===== config.mk =====
export PLATFORM = sky130hd
export DESIGN_NAME = byte_word_rx
export DESIGN_NICKNAME = d
export VERILOG_FILES = /design/src/rtl/byte_stream_pkg.sv /design/src/rtl/byte_word_rx.sv
export SDC_FILE = /design/constraint.sdc
export NUM_CORES = 1
export LEC_CHECK = 0
export ABC_AREA = 1
export CELL_PAD_IN_SITES_DETAIL_PLACEMENT = 0
export CELL_PAD_IN_SITES_GLOBAL_PLACEMENT = 2
export CORE_ASPECT_RATIO = 1.1
export CORE_MARGIN = 3
export CORE_UTILIZATION = 32
export CTS_BUF_LIST = sky130_fd_sc_hd__clkbuf_16
export DETAILED_ROUTE_END_ITERATION = 7
export PLACE_DENSITY_LB_ADDON = 0.1
export REMOVE_ABC_BUFFERS = 1
export SETUP_SLACK_MARGIN = 0.15
export SYNTH_ARGS = -nofsm -noshare
export SYNTH_HDL_FRONTEND = slang
export SYNTH_SLANG_ARGS = --single-unit

===== constraint.sdc =====
create_clock -name clk -period 3.9 [get_ports clk]
set_input_delay 0.975 -clock clk [delete_from_list [all_inputs] [get_ports clk]]
set_output_delay 0.975 -clock clk [all_outputs]
set_load 0.02 [all_outputs]

===== src/rtl/byte_stream_pkg.sv =====
// byte_stream_pkg: shared byte-stream constants, receive FSM states and lane mapping.
package byte_stream_pkg;
  localparam int BYTE_W = 8;
  typedef enum logic {FILL, PEND} rx_state_t;
  // Maps arrival order to physical lane; big-endian puts the first byte in the top lane.
  function automatic int unsigned lane_of(int unsigned idx, int unsigned n, bit le);
    return le ? idx : n - 1 - idx;
  endfunction
endpackage


===== src/rtl/byte_word_rx.sv =====
// byte_word_rx: packs a valid/ready byte stream into keep-qualified words, ending early on in_last.
module byte_word_rx
  import byte_stream_pkg::*;
#(
  parameter int BYTES_PER_WORD = 4,
  parameter bit LITTLE_ENDIAN  = 1
) (
  input  logic                             clk,
  input  logic                             rst_n,
  input  logic                             in_valid,
  output logic                             in_ready,
  input  logic [BYTE_W-1:0]                in_data,
  input  logic                             in_last,
  output logic                             out_valid,
  input  logic                             out_ready,
  output logic [BYTE_W*BYTES_PER_WORD-1:0] out_data,
  output logic [BYTES_PER_WORD-1:0]        out_keep,
  output logic                             out_last,
  output logic [15:0]                      stat_words
);
  localparam int W  = BYTE_W * BYTES_PER_WORD;
  localparam int IW = $clog2(BYTES_PER_WORD);
  rx_state_t                 state_q, state_d;
  logic [IW-1:0]             idx_q, idx_d;
  logic [W-1:0]              acc_q, acc_d, acc_w, out_data_q, out_data_d;
  logic [BYTES_PER_WORD-1:0] keep_q, keep_d, keep_w, out_keep_q, out_keep_d;
  logic                      last_q, last_d, out_last_q, out_last_d, out_valid_q, out_valid_d;
  logic [15:0]               stat_q, stat_d;
  logic                      accept, done, free, load, pend;
  int unsigned               lane;
  assign out_valid  = out_valid_q;
  assign out_data   = out_data_q;
  assign out_keep   = out_keep_q;
  assign out_last   = out_last_q;
  assign stat_words = stat_q;
  always_comb begin
    lane        = lane_of(32'(idx_q), BYTES_PER_WORD, LITTLE_ENDIAN);
    acc_w       = acc_q | (W'(in_data) << (BYTE_W * lane));
    keep_w      = keep_q | (BYTES_PER_WORD'(1) << lane);
    pend        = state_q == PEND;
    in_ready    = !pend;
    accept      = in_valid & in_ready;
    done        = accept & (in_last | idx_q == IW'(BYTES_PER_WORD - 1));
    free        = !out_valid_q | out_ready;
    load        = free & (done | pend);
    state_d     = state_q;
    idx_d       = accept ? idx_q + IW'(1) : idx_q;
    acc_d       = accept ? acc_w : acc_q;
    keep_d      = accept ? keep_w : keep_q;
    last_d      = accept ? in_last : last_q;
    out_data_d  = out_data_q;
    out_keep_d  = out_keep_q;
    out_last_d  = out_last_q;
    out_valid_d = out_valid_q & !out_ready;
    stat_d      = stat_q + 16'(out_valid_q & out_ready);
    if (done & !free) state_d = PEND;
    // A completed word skips the accumulator when the output register can take it directly.
    if (load) begin
      out_data_d  = pend ? acc_q : acc_w;
      out_keep_d  = pend ? keep_q : keep_w;
      out_last_d  = pend ? last_q : in_last;
      out_valid_d = 1'b1;
      acc_d       = '0;
      keep_d      = '0;
      last_d      = 1'b0;
      idx_d       = '0;
      state_d     = FILL;
    end
  end
  always_ff @(posedge clk) begin
    if (!rst_n) begin
      state_q     <= FILL;
      idx_q       <= '0;
      acc_q       <= '0;
      keep_q      <= '0;
      last_q      <= 1'b0;
      out_data_q  <= '0;
      out_keep_q  <= '0;
      out_last_q  <= 1'b0;
      out_valid_q <= 1'b0;
      stat_q      <= '0;
    end else begin
      state_q     <= state_d;
      idx_q       <= idx_d;
      acc_q       <= acc_d;
      keep_q      <= keep_d;
      last_q      <= last_d;
      out_data_q  <= out_data_d;
      out_keep_q  <= out_keep_d;
      out_last_q  <= out_last_d;
      out_valid_q <= out_valid_d;
      stat_q      <= stat_d;
    end
  end
endmodule

* Yosys cells after proc, flatten, opt, wreduce, memory -nomap -nowiden
Cells that the tools add are included.
** Storage, ports and cells
- Register bits :: 94
- Latch bits :: 0
- Bits in writable memories :: 0
- Bits in read-only memories :: 0
- Input port bits :: 13
- Output and inout bits :: 55
- Memories :: 0
** Cells by class
- Add/subtract/negate cells :: 2
- Multipliers :: 0
- Div/mod/pow operators :: 0
- Order comparisons :: 0
- Equal/unequal tests :: 1
- Shift-type cells :: 2
- Mux-type cells :: 4
- Bitwise gates (word level) :: 12
- Reductions and logical operators :: 5
** Operator list (number)
- 32-bit two-way mux :: 1
- 32-bit OR :: 1
- 8-bit by 5-bit << shifter with 32-bit output :: 1
- 16-bit by 1-bit adder with 16-bit output :: 1
- 1-bit AND :: 6
- 1-bit zero test :: 4
- 4-bit two-way mux :: 1
- 4-bit OR :: 1
- 1-bit by 2-bit << shifter with 4-bit output, first input constant :: 1
- 1-bit OR :: 3
- 2-bit by 1-bit adder with 2-bit output, second input constant :: 1
- 2-bit == test, second input constant :: 1
- 1-bit two-way mux :: 2
- 2-bit OR reduction :: 1
- 1-bit inverter :: 1

* Logic depth before layout (Yosys ltp)
Gate-level depths: netlist of the first run.
- Word-level depth :: 6
- Gate-level depth with buffers :: 10
- Depth with buffers taken out :: 10

* Least setup slack after synthesis of the first run
No wires, ideal clock.
- Path type :: input-to-reg
- From :: input port out_ready
- To :: register stat_q[12], in the netlist stat_words[12]
- Data arrival time :: 2.009 ns
- Path slack :: 1.778 ns
- Cell stages on the path :: 9
- Cells stage by stage :: nand2_1 inv_1 ha_1 ha_1 nand3_1 nor2_1 nand3_1 nor2_1 nor2_1
** On the way
- Word-level cells in the longest chain between the ends :: 2
** Ends and longest elaborated chain
- start: declaration :: line byte_word_rx.sv:15 : input logic out_ready,
- 1-bit AND :: line byte_word_rx.sv:55 : stat_d = stat_q + 16'(out_valid_q & out_ready);
- 16-bit by 1-bit adder with 16-bit output :: line byte_word_rx.sv:55
- end signal: assignment :: line byte_word_rx.sv:92 : stat_q <= stat_d;
- end: declaration :: line byte_word_rx.sv:28 : logic [15:0] stat_q, stat_d;
No other way between the ends.
A chain may end at the register's enable or synchronous reset.

* Worst setup path in the final report of the first run
- From :: register state_q, in the netlist pend
- To :: output port in_ready
** On the way
- Word-level cells in the longest chain between the ends :: 1
** Ends and longest elaborated chain
- start: declaration :: line byte_word_rx.sv:23 : rx_state_t state_q, state_d;
- start signal: assignment :: line byte_word_rx.sv:83 : state_q <= state_d;
- 1-bit zero test :: line byte_word_rx.sv:41 : in_ready = !pend;
- end: declaration :: line byte_word_rx.sv:11 : output logic in_ready,
No other way between the ends.

==> flow_summary.toml, run 1 <==
[route]
drc = 0
routedWlPerCell_um = 12.4
drtIter0Drc = 254
wl_met3_um = 394
firstDrtPassIters = 4
routed_wl_um = 10200
wl_met2_um = 4730
via_per_inst = 4.52
vias = 3727
drt-met1-wl_um = 4870
top_layer_used = "met4"
postRouteAntennaNets = 0

[timing]
post-route-min-period_ns = 2.76
setup_slack_ns = 1.14
rsz0062_at_grt = "false"
finClkSkew_ns = 0.00793
max_freq_mhz = 363
slew_headroom_pct = 62.1
setup_viol_count_final = 0
final-hold-violation-count = 0
whs_ns = 0.446
tightestPinTransition_ns = 0.567
finalCritPeriodShare_pct = 70.6
final_max_slew_viol_count = 0

[final_layout]
final_core_util_pct = 41.2
final_cell_mix = "nor2_1 (178), nand2_1 (115), dfxtp_1 (94), clkdlybuf4s50_1 (67), inv_1 (54)"
final_common_cell = "nor2_1"
final_cells = 824
diodes = 0
syn_to_final_growth_pct = 24.9
final_nets = 683
drive_gt1_share_pct = 3.90

[clock_tree]
cts.clk_slew.worst_paths_ns = 0.06
postCtsHoldBufs = 0
clock_latency_ns = 0.35
clk_path_buf_depth = 2
htreeDepth = 3
cts_sinks = 94
cts_resized = 0
cts_buffers = 9
cts_tree = "built"
cts-root-buf = "clkbuf_16"
cts_setup_buffers = 0

[floorplanning]
core_sq_um = 12800
rows = 43
initial_core_util_pct = 33.0
dieArea_sq_um = 14600
fp.dieW_um = 115
dieHeight_um = 126
io_pins = 68

[placed_design]
gp_congestion = 0.758
dp_worst_setup_slack_ns = 0.932
dp_hpwl_um = 6850
io_buffers = 67
place_inst = 809

[critical_path]
cpPeakStageDelay_ns = 0.58
cp_cell_sequence = "buf_4, clkinv_4, clkdlybuf4s50_1"
path_buf_inv = 3
reg2reg_depth = 7
cp.depth = 3
cp_max_fo = 27
cp.arrival_ns = 1.78
slowest_stage = "clkdlybuf4s50_1"
worstPathRequired_ns = 2.92
startpoint_type = "flip-flop"
worstSetupEndpointType = "output port"
worstSetupPathType = "reg2out"
cpLargestDelayFamily = "buffers and inverters"

[global_routing]
grt_max_degree = 36
antenna_found_initial = 0
grt_util_all_layers_pct = 14.8
overflow = 0
grt_pass1_wl_um = 17200
grt_pass1_vias = 3513

[power_and_ir_drop]
powerDensity_nw_per_um2 = 425
ir_drop_uv = 154
p_leak_uw = 0.00228
finalPower_uw = 2230

[yosys]
synth.avg_cell_area_sq_um = 6.91
ys_types = 26
synth_cells = 609
ys_warn_count = 0
syn-cell-area_sq_um = 4210
yosysSeqAreaShare_pct = 44.7
synth_seq_cells = 94

[outcome]
status = "finished, final reports clean"

[worst_hold_path]
min_delay_path_depth = 2
min_path_type = "reg2reg"

[job]
cap_violations = 0
[cells by family after synthesis]
family | synth area share (%)
adder cells (fa/ha/maj) | 2.08
AO/OA/AOI/OAI | 9.78
XOR/XNOR | 0.625
buffers and inverters | 9.81
flip-flops | 44.7
AND/OR/NAND/NOR | 33.0
[report_power, final]
group / switching (uW) / leakage, uW / total, uW / internal (uW)
clock network: 365 / 0.000150 / 916 / 551
registers: 21.6 / 0.000766 / 1020 / 1000
logic: 174 / 0.00136 / 293 / 119
[per-stage QoR]
stage | setup TNS (ns) | area [sq um]
2_1_floorplan | -0.138 | 4010
3_3_place_gp | 0 | 4950
3_5_place_dp | 0 | 4950
4_1_cts | 0 | 5250
5_1_grt | 0 | 5250
6_report | 0 | 5250
[state kept, by name, indices dropped and copies added, names as in the netlist]
| name | count |
|---|---|
| last_q | 1 |
| keep_q | 4 |
| pend | 1 |
| out_last | 1 |
| out_keep | 4 |
| out_data | 32 |
| stat_words | 16 |
| out_valid | 1 |
| idx_q | 2 |
| acc_q | 32 |
[cell usage after synthesis]
cell / count / area share [%]
xor2_1: 2 / 0.42
clkinv_4: 1 / 0.21
nand4_1: 1 / 0.15
nand3_1: 40 / 4.8
buf_4: 2 / 0.36
o21bai_1: 25 / 4.5
nand2_1: 116 / 10
nor2b_1: 7 / 1.0
inv_1: 54 / 4.8
nor2_1: 178 / 16
buf_1: 1 / 0.089
a21oi_1: 39 / 4.6
buf_2: 14 / 1.7
a211oi_1: 1 / 0.18
o21ai_2: 1 / 0.21
nor3b_1: 3 / 0.54
clkbuf_1: 10 / 0.89
ha_1: 7 / 2.1
clkinv_1: 2 / 0.18
a21o_1: 1 / 0.18
nand2_2: 1 / 0.15
o21ai_0: 1 / 0.12
xnor2_1: 1 / 0.21
dfxtp_1: 94 / 45
nor3_1: 1 / 0.12
buf_6: 6 / 1.6
[cell type report]
type / count / area, sq um
fill: 1350 / 7500
clock inverter: 6 / 77.6
tap: 157 / 196
multi-input combinational: 425 / 1920
sequential: 94 / 1880
inverter: 57 / 219
timing repair buffer: 76 / 738
clock buffer: 9 / 225
[worst min-delay path, stage by stage (launching register included)]
cell,delay (ns)
dfxtp_1,0.31
inv_1,0.04
a21oi_1,0.05
[routing by layer]
layer	global-route usage, %	vias up
li1	-	1986
met1	18.7	1659
met2	23.9	68
met3	3.32	14
met4	6.98	0
met5	0	-
[worst paths after layout]
kind	endpoint	slack, ns	from
worst max-delay path	in_ready	1.14	pend
worst min register to register	keep_q[3]	0.45	keep_q[3]
worst max register to register	idx_q[0]	1.68	idx_q[0]
worst min-delay path	keep_q[3]	0.45	keep_q[3]
Note: power is estimated with default switching activity, not from simulation.
==> run 2: changes to the inputs <==
Settings changed: CORE_UTILIZATION 32 to 29.
Clock period 3.9 ns to 2.8 ns, I/O delays scaled along.
==> run 2 against run 1 <==
Clock power grew 18%. Final area rose by 0.29%. Worst setup slack got worse by 0.52 ns. First-iteration DRC count is 12% lower. Final cell count rose by 4.2%. Worst hold slack better by 0.0017 ns. Core utilization down 3.6 points. Flip-flop and latch count is the same. Via count increased by 0.64%. Power grew 31%.
==> flow_summary.toml, run 2 (synthesis results as in run 1) <==
[placed_design]
dp_hpwl_um = 7280
place_inst = 844
io_buffers = 67
gp_congestion = 0.748

[floorplanning]
core_sq_um = 14000
dieArea_sq_um = 16000
rows = 45
initial_core_util_pct = 30.0
io_pins = 68
dieHeight_um = 132
fp.dieW_um = 121

[timing]
setup_viol_count_final = 0
finClkSkew_ns = 0.00659
final-hold-violation-count = 0
post-route-min-period_ns = 2.18
tightestPinTransition_ns = 0.488
fin_setup_tns_ns = 0
finalCritPeriodShare_pct = 77.8
rsz0062_at_grt = "false"
max_freq_mhz = 459
final_max_slew_viol_count = 0
slew_headroom_pct = 67.4

[clock_tree]
cts_setup_buffers = 0
cts_sinks = 94
clock_latency_ns = 0.34
clk_path_buf_depth = 2
cts-root-buf = "clkbuf_16"
cts_buffers = 9
postCtsHoldBufs = 0
cts_resized = 0
cts_tree = "built"
cts.clk_slew.worst_paths_ns = 0.06
htreeDepth = 3

[final_layout]
final_cell_mix = "nor2_1 (178), nand2_1 (115), dfxtp_1 (94), clkdlybuf4s50_1 (67), inv_1 (57)"
drive_gt1_share_pct = 4.02
final_nets = 687
final_common_cell = "nor2_1"
fill_cells = 1517
diodes = 0
syn_to_final_growth_pct = 25.2
final_core_util_pct = 37.6
final_cells = 859

[global_routing]
overflow = 0
top_usage_layer = "met2"
grt_pass1_vias = 3577
globalRouteMet2Util_pct = 22.1
use_met1_pct = 19.0
grt_pass1_wl_um = 18100
antenna_found_initial = 0
grt_use_met3_pct = 2.75
grt_max_degree = 39
grt_util_all_layers_pct = 14.1

[worst_hold_path]
min_path_type = "reg2reg"
min_delay_path_depth = 2
min_from = "keep_q[3]"
hold_end = "keep_q[3]"

[power_and_ir_drop]
power.internal_uw = 2140
finalPower_uw = 2920
ir_drop_uv = 228
switching_share_pct = 26.6
p_sw_uw = 778
p_comb_share_pct = 14.2
sequentialPowerShare_pct = 48.8
clockPowerShare_pct = 37.1
p_leak_uw = 0.00228
powerDensity_nw_per_um2 = 555

[critical_path]
cp.arrival_ns = 2.41
worstPathRequired_ns = 3.04
worstSetupEndpointType = "flip-flop"
r2r-start = "idx_q[0]"
reg2reg_depth = 8
cp_max_fo = 6
r2r_end = "out_data[1]"
reg2reg_slack_ns = 0.77
worstSetupPathType = "in2reg"
startpoint_type = "input port"

[route]
postRouteAntennaNets = 0
drc = 0
drtIter0Drc = 223
routedWlPerCell_um = 12.5
routed_wl_um = 10700
via_per_inst = 4.37
firstDrtPassIters = 4
vias = 3751

[job]
cap_violations = 0

[outcome]
status = "finished, final reports clean"
-- run 2: cell types whose count changed in the layout (fill, tap and decap cells not counted), sizes merged --
cell	change
buf	+4
inv	+3
bufinv	-2
clkinv	-1
-- run 2: per-layer routing --
metal	wire, um	vias up	share of wire [%]
met3	436	13	4.1
li1	-	1992	-
met4	189	0	1.8
met5	0	-	0
met1	5270	1674	49
met2	4810	72	45
-- run 2: cell type report --
cell class	instances	area, sq um	area share [%]
Timing Repair Buffer	80	768	14.6
Clock inverter	6	23.8	0.451
Multi-Input combinational cell	425	1920	36.4
Tap cell	188	235	4.46
Inverter	57	219	4.16
Sequential cell	94	1880	35.7
Clock buffer	9	225	4.27
-- run 2: power by group through the flow --
stage | Combinational [uW] | Sequential [uW] | Clock [uW]
after global routing | 468 | 1430 | 1190
after detailed placement | 422 | 1460 | 0
after global placement | 422 | 1450 | 0
after floorplan | 182 | 1510 | 0
after CTS | 424 | 1430 | 1130
final | 414 | 1430 | 1080
-- run 2: worst max path at each step --
stage | start | to | slack [ns] | cells past startpoint
2_1_floorplan | pend | idx_q[0] | -1.13 | 6
4_1_cts | out_ready | stat_words[14] | 0.60 | 11
3_3_place_gp | out_ready | stat_words[14] | 0.28 | 10
5_1_grt | out_ready | stat_words[14] | 0.34 | 11
6_report | out_ready | stat_words[14] | 0.62 | 10
3_5_place_dp | out_ready | stat_words[14] | 0.23 | 10
-- run 2: critical path: stages --
cell	delay, ns
clkdlybuf4s50_1	0.48
nand2_1	0.06
inv_1	0.08
ha_1	0.18
ha_1	0.19
nand3_1	0.11
nor2_1	0.30
nand3_1	0.15
nor2_1	0.11
nor2_1	0.05
-- run 2: through the flow --
step | hold WS [ns] | setup slack (ns) | instance area [sq um]
2_1_floorplan | 0.425 | -1.13 | 4010
3_3_place_gp | 0.435 | 0.283 | 5020
3_5_place_dp | 0.444 | 0.234 | 5020
4_1_cts | 0.451 | 0.599 | 5270
5_1_grt | 0.465 | 0.341 | 5270
6_report | 0.448 | 0.622 | 5270
==> run 3: changes to the inputs <==
Clock period 2.8 ns to 2.3 ns, I/O delays scaled along.
==> run 3 against run 2 <==
Highest routed layer unchanged. Core utilization grew 1.0 points. Critical endpoint is now in_ready. Wire length increased by 0.69%. Non-clock buffer count is 4 higher. Critical path type is now reg2out.
==> flow_summary.toml, run 3 (synthesis results as in run 1) <==
[outcome]
status = "finished, final reports clean"

[final_layout]
final_nets = 691
drive_gt1_share_pct = 5.47
final_common_cell = "nor2_1"
syn_to_final_growth_pct = 28.6
final_cells = 864
diodes = 0
final_core_util_pct = 38.6
final-seq-area_sq_um = 1880
multi_input_area_sq_um = 1920
fill_cells = 1493
final_area_sq_um = 5410
final_cell_mix = "nor2_1 (178), nand2_1 (115), dfxtp_1 (94), clkdlybuf4s50_1 (67), inv_1 (54)"

[clock_tree]
cts_buffers = 9
cts_resized = 0
cts.clk_slew.worst_paths_ns = 0.07
cts_sinks = 94
cts_setup_buffers = 0
clock_latency_ns = 0.34
postCtsHoldBufs = 0
cts_tree = "built"
clk_path_buf_depth = 2
htreeDepth = 3
cts-root-buf = "clkbuf_16"

[placed_design]
io_buffers = 67
dp_hpwl_um = 7460
gp_congestion = 0.763
place_inst = 848
dpl_cell_area_sq_um = 5070

[timing]
rsz0062_at_grt = "false"
fin_setup_tns_ns = 0
whs_ns = 0.449
tightestPinTransition_ns = 0.452
slew_headroom_pct = 69.9
final-hold-violation-count = 0
setup_viol_count_final = 0
finalCritPeriodShare_pct = 87.9
final_max_slew_viol_count = 0
finClkSkew_ns = 0.00543
post-route-min-period_ns = 2.02
max_freq_mhz = 495

[route]
routedWlPerCell_um = 12.5
vias = 3765
via_per_inst = 4.36
postRouteAntennaNets = 0
routed_wl_um = 10800
drtIter0Drc = 166
firstDrtPassIters = 4
drc = 0

[floorplanning]
rows = 45
dieHeight_um = 132
dieArea_sq_um = 16000
core_sq_um = 14000
initial_core_util_pct = 30.0
io_pins = 68
fp.dieW_um = 121

[critical_path]
worstPathRequired_ns = 1.73
slowest_stage = "clkdlybuf4s50_1"
cpPeakStageDelay_ns = 0.57
worstSetupEndpointType = "output port"
cp_cell_sequence = "clkinv_4, clkdlybuf4s50_1"
worstSetupPathType = "reg2out"
cp_max_fo = 16
reg2reg_depth = 7
cp.depth = 2
cp.arrival_ns = 1.45
path_buf_inv = 2
cpLargestDelayFamily = "buffers and inverters"
startpoint_type = "flip-flop"

[power_and_ir_drop]
powerDensity_nw_per_um2 = 731
ir_drop_uv = 340
p_leak_uw = 0.00234

[global_routing]
grt_max_degree = 53
overflow = 0
use_met1_pct = 18.9
grt_pass1_vias = 3632
globalRouteMet2Util_pct = 22.3
grt_pass1_wl_um = 18200
top_usage_layer = "met2"
grt_use_met3_pct = 3.30
antenna_found_initial = 0
grt_util_all_layers_pct = 14.1

[worst_hold_path]
min_path_type = "reg2reg"
min_delay_path_depth = 2

[job]
cap_violations = 0
-- run 3: cell types whose count changed in the layout (fill, tap and decap cells not counted), sizes merged --
cell,previous run,this run
buf,13,17
bufinv,0,3
clkinvlp,0,1
inv,57,54
-- run 3: worst reg2reg max path, delay by kind of cell (launching register included) --
kind            cells  cell delay (ns)
compound gates      1             0.15
buf+inv             2             0.58
flops               1             0.49
simple gates        4             0.37
-- run 3: layout make-up --
class	instances	share of cell area, %
clock inverter	7	2.08
multi-input combinational	425	35.4
clock buffer	9	4.16
timing repair buffer	84	15.2
tap	188	4.35
sequential	94	34.8
inverter	57	4.05
-- run 3: power breakdown --
part,switching [uW],internal (uW),total (uW),leakage [uW]
clock network,649,1060,1710,0.000165
registers,36.3,1700,1730,0.000766
logic,302,216,518,0.00141
total,986,2970,3960,0.00234
-- run 3: final timing paths --
kind                  to  slack, ns       from
max             in_ready       0.28       pend
max reg2reg  out_data[4]       0.60   idx_q[0]
min            keep_q[3]       0.45  keep_q[3]
min reg2reg    keep_q[3]       0.45  keep_q[3]
-- run 3: metal layers --
layer,vias to the layer above,share of wire (%)
met5,-,0
met3,10,3.2
met4,0,1.4
met2,49,46
li1,2002,-
met1,1704,49
-- run 3: through the flow --
step / power [uW] / setup WS, ns
4_1_cts: 4040 / 0.245
2_1_floorplan: 2060 / -1.63
3_5_place_dp: 2300 / 0.0350
3_3_place_gp: 2300 / 0.0351
6_report: 3960 / 0.279
5_1_grt: 4160 / 0.218
